## config.mk

```make
export PLATFORM = sky130hd
export DESIGN_NAME = du_state_dumper
export DESIGN_NICKNAME = d
export VERILOG_FILES = /design/src/rtl/du_state_dumper_pkg.sv /design/src/rtl/du_word_serializer.sv /design/src/rtl/du_state_dumper.sv
export SDC_FILE = /design/constraint.sdc
export NUM_CORES = 1
export LEC_CHECK = 0
export ABC_AREA = 1
export CAP_MARGIN = 40
export CORE_AREA = 5 5 196 198
export CTS_BUF_LIST = sky130_fd_sc_hd__clkbuf_2
export CTS_CLUSTER_DIAMETER = 80
export DETAILED_ROUTE_END_ITERATION = 8
export DIE_AREA = 0 0 201 203
export PLACE_DENSITY = 0.95
export SLEW_MARGIN = 20
export SYNTH_ARGS = -nofsm -noshare
export SYNTH_HDL_FRONTEND = slang
export SYNTH_SLANG_ARGS = --single-unit
export TNS_END_PERCENT = 50
```

## constraint.sdc

```tcl
create_clock -name i_clk -period 4.9 [get_ports i_clk]
set_input_delay 0.49 -clock i_clk [delete_from_list [all_inputs] [get_ports i_clk]]
set_output_delay 0.49 -clock i_clk [all_outputs]
set_load 0.02 [all_outputs]
```

## src/rtl/du_state_dumper_pkg.sv

```systemverilog
// Shared debug-unit definitions: frame constants, FSM encoding, section codes.
package du_state_dumper_pkg;

  localparam logic [7:0] HDR_BYTE   = 8'hA5;
  localparam int         WORD_BYTES = 4;

  // Bytes needed to carry a field of the given bit width.
  function automatic int ceil_bytes(input int bits);
    return (bits + 7) / 8;
  endfunction

  // Frame layout at the default parameterisation.
  localparam int DEF_N_REGS      = 32;
  localparam int DEF_N_MEM_WORDS = 64;
  localparam int DEF_NB_R_INT    = 341;
  localparam int DEF_LATCH_BYTES = ceil_bytes(DEF_NB_R_INT);
  localparam int DEF_FRAME_BYTES = 1 + WORD_BYTES * (DEF_N_REGS + DEF_N_MEM_WORDS)
                                   + DEF_LATCH_BYTES + 1;

  // FSM state encoding.
  localparam logic [3:0] ST_IDLE     = 4'd0;
  localparam logic [3:0] ST_HDR      = 4'd1;
  localparam logic [3:0] ST_SET_ADDR = 4'd2;
  localparam logic [3:0] ST_WAIT_RD  = 4'd3;
  localparam logic [3:0] ST_SEND     = 4'd4;
  localparam logic [3:0] ST_WAIT_TX  = 4'd5;
  localparam logic [3:0] ST_LATCH    = 4'd6;
  localparam logic [3:0] ST_CSUM     = 4'd7;
  localparam logic [3:0] ST_DONE     = 4'd8;

  // Which part of the frame the byte in flight belongs to.
  localparam logic [2:0] SEC_HDR   = 3'd0;
  localparam logic [2:0] SEC_REG   = 3'd1;
  localparam logic [2:0] SEC_MEM   = 3'd2;
  localparam logic [2:0] SEC_LATCH = 3'd3;
  localparam logic [2:0] SEC_CSUM  = 3'd4;

endpackage

```

## src/rtl/du_word_serializer.sv

```systemverilog
// Holds one sampled data word and hands it out a byte at a time, LSB first.
module du_word_serializer #(
  parameter int NB_REG = 32
) (
  input  logic              i_clk,
  input  logic              i_reset,
  input  logic              i_clear,
  input  logic              i_load,
  input  logic              i_shift,
  input  logic [NB_REG-1:0] i_word,
  output logic [7:0]        o_next_byte,
  output logic              o_last
);

  localparam int BPW = NB_REG / 8;
  localparam int IW  = (BPW > 1) ? $clog2(BPW) : 1;

  logic [NB_REG-1:0] shreg;
  logic [IW-1:0]     byte_idx;

  // The byte after the one currently on the wire.
  assign o_next_byte = shreg[15:8];
  assign o_last      = (byte_idx == IW'(BPW - 1));

  // Load resets the byte index; each shift exposes the next byte.
  always_ff @(posedge i_clk or negedge i_reset) begin
    if (!i_reset) begin
      shreg    <= '0;
      byte_idx <= '0;
    end else if (i_clear) begin
      shreg    <= '0;
      byte_idx <= '0;
    end else if (i_load) begin
      shreg    <= i_word;
      byte_idx <= '0;
    end else if (i_shift) begin
      shreg    <= shreg >> 8;
      byte_idx <= byte_idx + 1'b1;
    end
  end

endmodule

```

## src/rtl/du_state_dumper.sv

```systemverilog
// Streams a debug frame (header, register file, data memory, pipeline latch
// snapshot, XOR checksum) to a byte-wide UART transmitter.
module du_state_dumper
  import du_state_dumper_pkg::*;
#(
  parameter int NB_REG      = 32,
  parameter int NB_R_INT    = 341,
  parameter int N_REGS      = 32,
  parameter int N_MEM_WORDS = 64,
  parameter int RD_LAT      = 2
) (
  input  logic                i_clk,
  input  logic                i_reset,
  input  logic                i_start,
  input  logic [NB_REG-1:0]   i_reg_data,
  input  logic [NB_REG-1:0]   i_mem_data,
  input  logic [NB_R_INT-1:0] i_latch_data,
  input  logic                i_tx_done,
  output logic [7:0]          o_tx_data,
  output logic                o_tx_start,
  output logic [4:0]          o_reg_addr,
  output logic [7:0]          o_mem_addr,
  output logic                o_busy,
  output logic                o_done
);

  localparam int LATCH_BYTES = ceil_bytes(NB_R_INT);
  localparam int LATCH_W     = 8 * LATCH_BYTES;

  logic [3:0]         state;
  logic [2:0]         sec;
  logic [15:0]        word_cnt;
  logic [15:0]        lat_cnt;
  logic [7:0]         rd_cnt;
  logic [7:0]         csum;
  logic [LATCH_W-1:0] snap;

  logic              rd_done;
  logic              tx_ack;
  logic              word_sec;
  logic              ser_clear, ser_load, ser_shift, ser_last;
  logic [7:0]        ser_next;
  logic [NB_REG-1:0] rd_word;

  assign rd_done  = (rd_cnt == 8'(RD_LAT - 1));
  assign tx_ack   = (state == ST_WAIT_TX) && i_tx_done;
  assign word_sec = (sec == SEC_REG) || (sec == SEC_MEM);
  assign rd_word  = (sec == SEC_MEM) ? i_mem_data : i_reg_data;

  assign ser_clear = (state == ST_IDLE) && i_start;
  assign ser_load  = (state == ST_WAIT_RD) && rd_done;
  assign ser_shift = tx_ack && word_sec && !ser_last;

  assign o_tx_start = (state == ST_SEND);
  assign o_busy     = (state != ST_IDLE);
  assign o_done     = (state == ST_DONE);

  du_word_serializer #(.NB_REG(NB_REG)) u_ser (
    .i_clk       (i_clk),
    .i_reset     (i_reset),
    .i_clear     (ser_clear),
    .i_load      (ser_load),
    .i_shift     (ser_shift),
    .i_word      (rd_word),
    .o_next_byte (ser_next),
    .o_last      (ser_last)
  );

  // Frame sequencer: every byte goes SEND -> WAIT_TX, the section decides
  // where to fetch the next one from.
  always_ff @(posedge i_clk or negedge i_reset) begin
    if (!i_reset) begin
      state      <= ST_IDLE;
      sec        <= SEC_HDR;
      word_cnt   <= '0;
      lat_cnt    <= '0;
      rd_cnt     <= '0;
      csum       <= '0;
      snap       <= '0;
      o_tx_data  <= '0;
      o_reg_addr <= '0;
      o_mem_addr <= '0;
    end else begin
      case (state)
        ST_IDLE: if (i_start) begin
          snap     <= LATCH_W'(i_latch_data);
          csum     <= '0;
          word_cnt <= '0;
          lat_cnt  <= '0;
          state    <= ST_HDR;
        end
        ST_HDR: begin
          o_tx_data <= HDR_BYTE;
          sec       <= SEC_HDR;
          state     <= ST_SEND;
        end
        ST_SET_ADDR: begin
          if (sec == SEC_REG) o_reg_addr <= word_cnt[4:0];
          else                o_mem_addr <= {word_cnt[5:0], 2'b00};
          rd_cnt <= '0;
          state  <= ST_WAIT_RD;
        end
        ST_WAIT_RD: begin
          if (rd_done) begin
            o_tx_data <= rd_word[7:0];
            state     <= ST_SEND;
          end else begin
            rd_cnt <= rd_cnt + 8'd1;
          end
        end
        ST_SEND: state <= ST_WAIT_TX;
        ST_WAIT_TX: if (i_tx_done) begin
          // Only payload bytes feed the checksum.
          if (sec != SEC_HDR && sec != SEC_CSUM) csum <= csum ^ o_tx_data;
          case (sec)
            SEC_HDR: begin
              sec      <= SEC_REG;
              word_cnt <= '0;
              state    <= ST_SET_ADDR;
            end
            SEC_REG, SEC_MEM: begin
              if (!ser_last) begin
                o_tx_data <= ser_next;
                state     <= ST_SEND;
              end else if (sec == SEC_REG && word_cnt == 16'(N_REGS - 1)) begin
                sec      <= SEC_MEM;
                word_cnt <= '0;
                state    <= ST_SET_ADDR;
              end else if (sec == SEC_MEM && word_cnt == 16'(N_MEM_WORDS - 1)) begin
                sec     <= SEC_LATCH;
                lat_cnt <= '0;
                state   <= ST_LATCH;
              end else begin
                word_cnt <= word_cnt + 16'd1;
                state    <= ST_SET_ADDR;
              end
            end
            SEC_LATCH: begin
              if (lat_cnt == 16'(LATCH_BYTES - 1)) begin
                state <= ST_CSUM;
              end else begin
                lat_cnt <= lat_cnt + 16'd1;
                state   <= ST_LATCH;
              end
            end
            default: state <= ST_DONE;
          endcase
        end
        ST_LATCH: begin
          o_tx_data <= snap[7:0];
          snap      <= snap >> 8;
          state     <= ST_SEND;
        end
        ST_CSUM: begin
          o_tx_data <= csum;
          sec       <= SEC_CSUM;
          state     <= ST_SEND;
        end
        ST_DONE: state <= ST_IDLE;
        default: state <= ST_IDLE;
      endcase
    end
  end

endmodule

```

==> metrics <==
Worst setup SP type=register; CTS Sinks=441; ANT nets after route=0; drt pass-1 iters=9; Switching Fraction=46.7%; H-Tree Depth=3; Gate power share=between 30 and 40%; Reg power frac=approximately 44%; fin area=27,700 um2; pwr dens=around 540 nW/um2; number of DRC markers in iteration 0=4,099; reg2reg end=snap[253]; PortBufs=between 400 and 500; most common cell after layout, fill and taps aside=nor2_1; global placer's final weighted congestion=0.919; GRT Overall Usage=between 40% and 50%; Vias=approximately 24,000; Max FO, Critical Path=approximately 120; Std-Cell Rows=70; vias in the first global route=23,100; number of remaining DRC errors=33; WP data arrival=~4.4 ns; fin crit period=~3.4 ns; Initial Util=a little under three fifths; Storage cell area=roughly 11,000 um2; Max VDD drop=around 0.00038 V; Clock Pin Slew Worst Setup and Hold Paths=roughly 0.16 ns; Post-Syn Area per Cell=8.28 um2; smallest hold slack=-0.0202 ns; first-pass GRT wire length=approximately 130 mm; Final Hold Vio Count=10; number of gates resized after CTS=0; largest net degree at the start of global routing=164; Cell Area, Synth=approximately 20,000 um2; fraction of power consumed by the clock network=roughly 18%; Setup TNS Final=0 ns; flop and latch count out of synthesis=441; Clk Latency, worst-skew pair=1.19 ns; reg2reg path depth=8; Psw=6980 uW; Slew Viols, Final=0; WL per Instance=between 20 and 25 um; crit path to=snap[253]; HPWL Detailed=about 46 mm; vias per inst=~6.5; Post-Route WL=approximately 90 mm; crit path capture type=register; reported leakage power=0.0121 uW; CTS tree=yes; Synth cell types=36; Final Cycle Share=69.0%; Clock Tree Buf Depth=3; status=complete, but fails checks; filler instances=between 2,000 and 2,500; Layout Skew=roughly 0.16 ns; number of max-cap violations=0; CTS buffer count=110; layout cells sized above 1=under 10%; register area share after synthesis=about 54%; Power Internal=about 8000 uW; chip width=201 um; final setup violation count=0; CTS root buf=clkbuf_2; FF-to-FF setup slack=approximately 1.5 ns; Reg-to-Reg Start=state[2]; die area=slightly above 40,000 um2; io pins=between 400 and 500; commonest non-fill, non-tap cells in the layout=nor2_1, dfrtp_1, clkdlybuf4s50_1, nand2_1, o22ai_1; Area growth syn-to-layout=35.5%; Least-Margin Pin Slew=between 0.8 and 0.9 ns; failing checks=DRC, hold timing; total gr overflow=0; Synth Warn #=0; fin nets=about 3,500; HP Class=in -> reg; Crit Path Class=reg -> reg; chip height=203 um; antenna violations before repair=24; Post-Synthesis Cells=roughly 2,500; crit path launch=state[2]; dpl cell area=around 25,000 um2; Rel. slew slack=43.6%; core area=roughly 36,000 um2; setup repair after global routing missed its margin=false; area occupied by multi-input gates=between 8000 and 9000 um2; Crit path required time=5.93 ns; f_max=about 0.30 GHz
## power by group through the flow
stage | logic (uW) | clock network (uW) | registers [uW]
after floorplan | 3510 | 0 | 5920
after global placement | 4400 | 0 | 6210
after detailed placement | 4730 | 0 | 6290
after CTS | 4880 | 2450 | 6240
after global routing | 5990 | 2800 | 6640
final | 5640 | 2690 | 6630
## layout make-up
cell class                      instances  area share, %
Antenna cell                           24          0.217
Clock buffer                          154           2.78
Clock inverter                         48          0.723
Inverter                               93           1.27
Multi-Input combinational cell       1789           29.8
Sequential cell                       441           39.8
Tap cell                              468           2.11
Timing Repair Buffer                  629           23.3
## worst min path at each step
stage,startpoint,to,slack (ns),depth (start not counted)
floorplan,i_reset,csum[0],0.19,0
global placement,u_ser.shreg[23],u_ser.shreg[23],0.46,2
detailed placement,u_ser.shreg[17],u_ser.shreg[17],0.47,2
CTS,i_latch_data[103],snap[103],0.0007,3
global route,i_latch_data[131],snap[131],-0.02,3
finish,i_latch_data[7],snap[7],-0.02,3
## stage by stage
stage / hold WS, ns / power, uW / cells / util [%] / setup slack, ns
5_1_grt: -0.0239 / 15400 / 3635 / 76.2 / 1.29
6_report: -0.0202 / 15000 / 3646 / 76.2 / 1.52
3_5_place_dp: 0.470 / 11000 / 3234 / 68.1 / 1.41
3_3_place_gp: 0.462 / 10600 / 3232 / 68.0 / 1.43
4_1_cts: 0.000740 / 13600 / 3606 / 75.5 / 1.55
2_1_floorplan: 0.194 / 9420 / 2469 / - / 3.14
## critical path, stage by stage (launching register included)
cell and delay, ns:
dfrtp_1 0.45, nor2_4 0.21, nand2_2 0.12, inv_4 0.19, nand2_8 0.43, nand2_8 0.85, buf_12 0.38, o22ai_1 0.29
nor2_1 0.37
## state kept, by name, summed over array words and instances, names as in the netlist
name,cells
o_reg_addr,5
state,4
word_cnt,16
sec,3
o_tx_data,8
lat_cnt,16
u_ser.shreg,24
snap,341
u_ser.byte_idx,2
o_mem_addr,6
rd_cnt,8
csum,8
## per-layer routing
metal	up-vias	track usage [%]	part of all wire [%]
met3	940	14.8	14
met4	8	30.0	11
met1	10700	45.0	31
li1	9538	-	-
met2	2472	64.3	44
met5	-	0	0.062
## cell usage after synthesis, drive strengths merged
cell,instances,area [um2]
clkinv,1,3.75
o21ai,123,638
nand3,97,523
and2,3,18.8
a21oi,54,270
nor3,9,45.0
buf,103,663
nor4,3,18.8
dfrtp,441,11000
nand4,23,144
xor2,8,70.1
ha,6,75.1
o22ai,310,1940
nand2,399,1540
or2,10,62.6
conb,1,3.75
a31oi,1,6.26
nor2,729,2790
nand3b,6,45.0
o21bai,6,45.0
inv,92,348
clkbuf,43,161
## cells by family (layout without fill, tap and decap cells)
kind of cell	after synthesis	in the layout	share of synthesized area, %
XOR/XNOR	8	8	0.343
other	1	26	0.0183
flip-flops	441	441	54.0
AO/OA/AOI/OAI	494	494	14.2
buffers and inverters	239	924	5.75
AND/OR/NAND/NOR	1279	1279	25.4
adder cells (fa/ha/maj)	6	6	0.367
## timing repair
action	CTS	global route
buffers inserted	0	0
endpoints found under the hold margin	301	41
hold buffers	170	11
(Power assumes the default switching activity.)
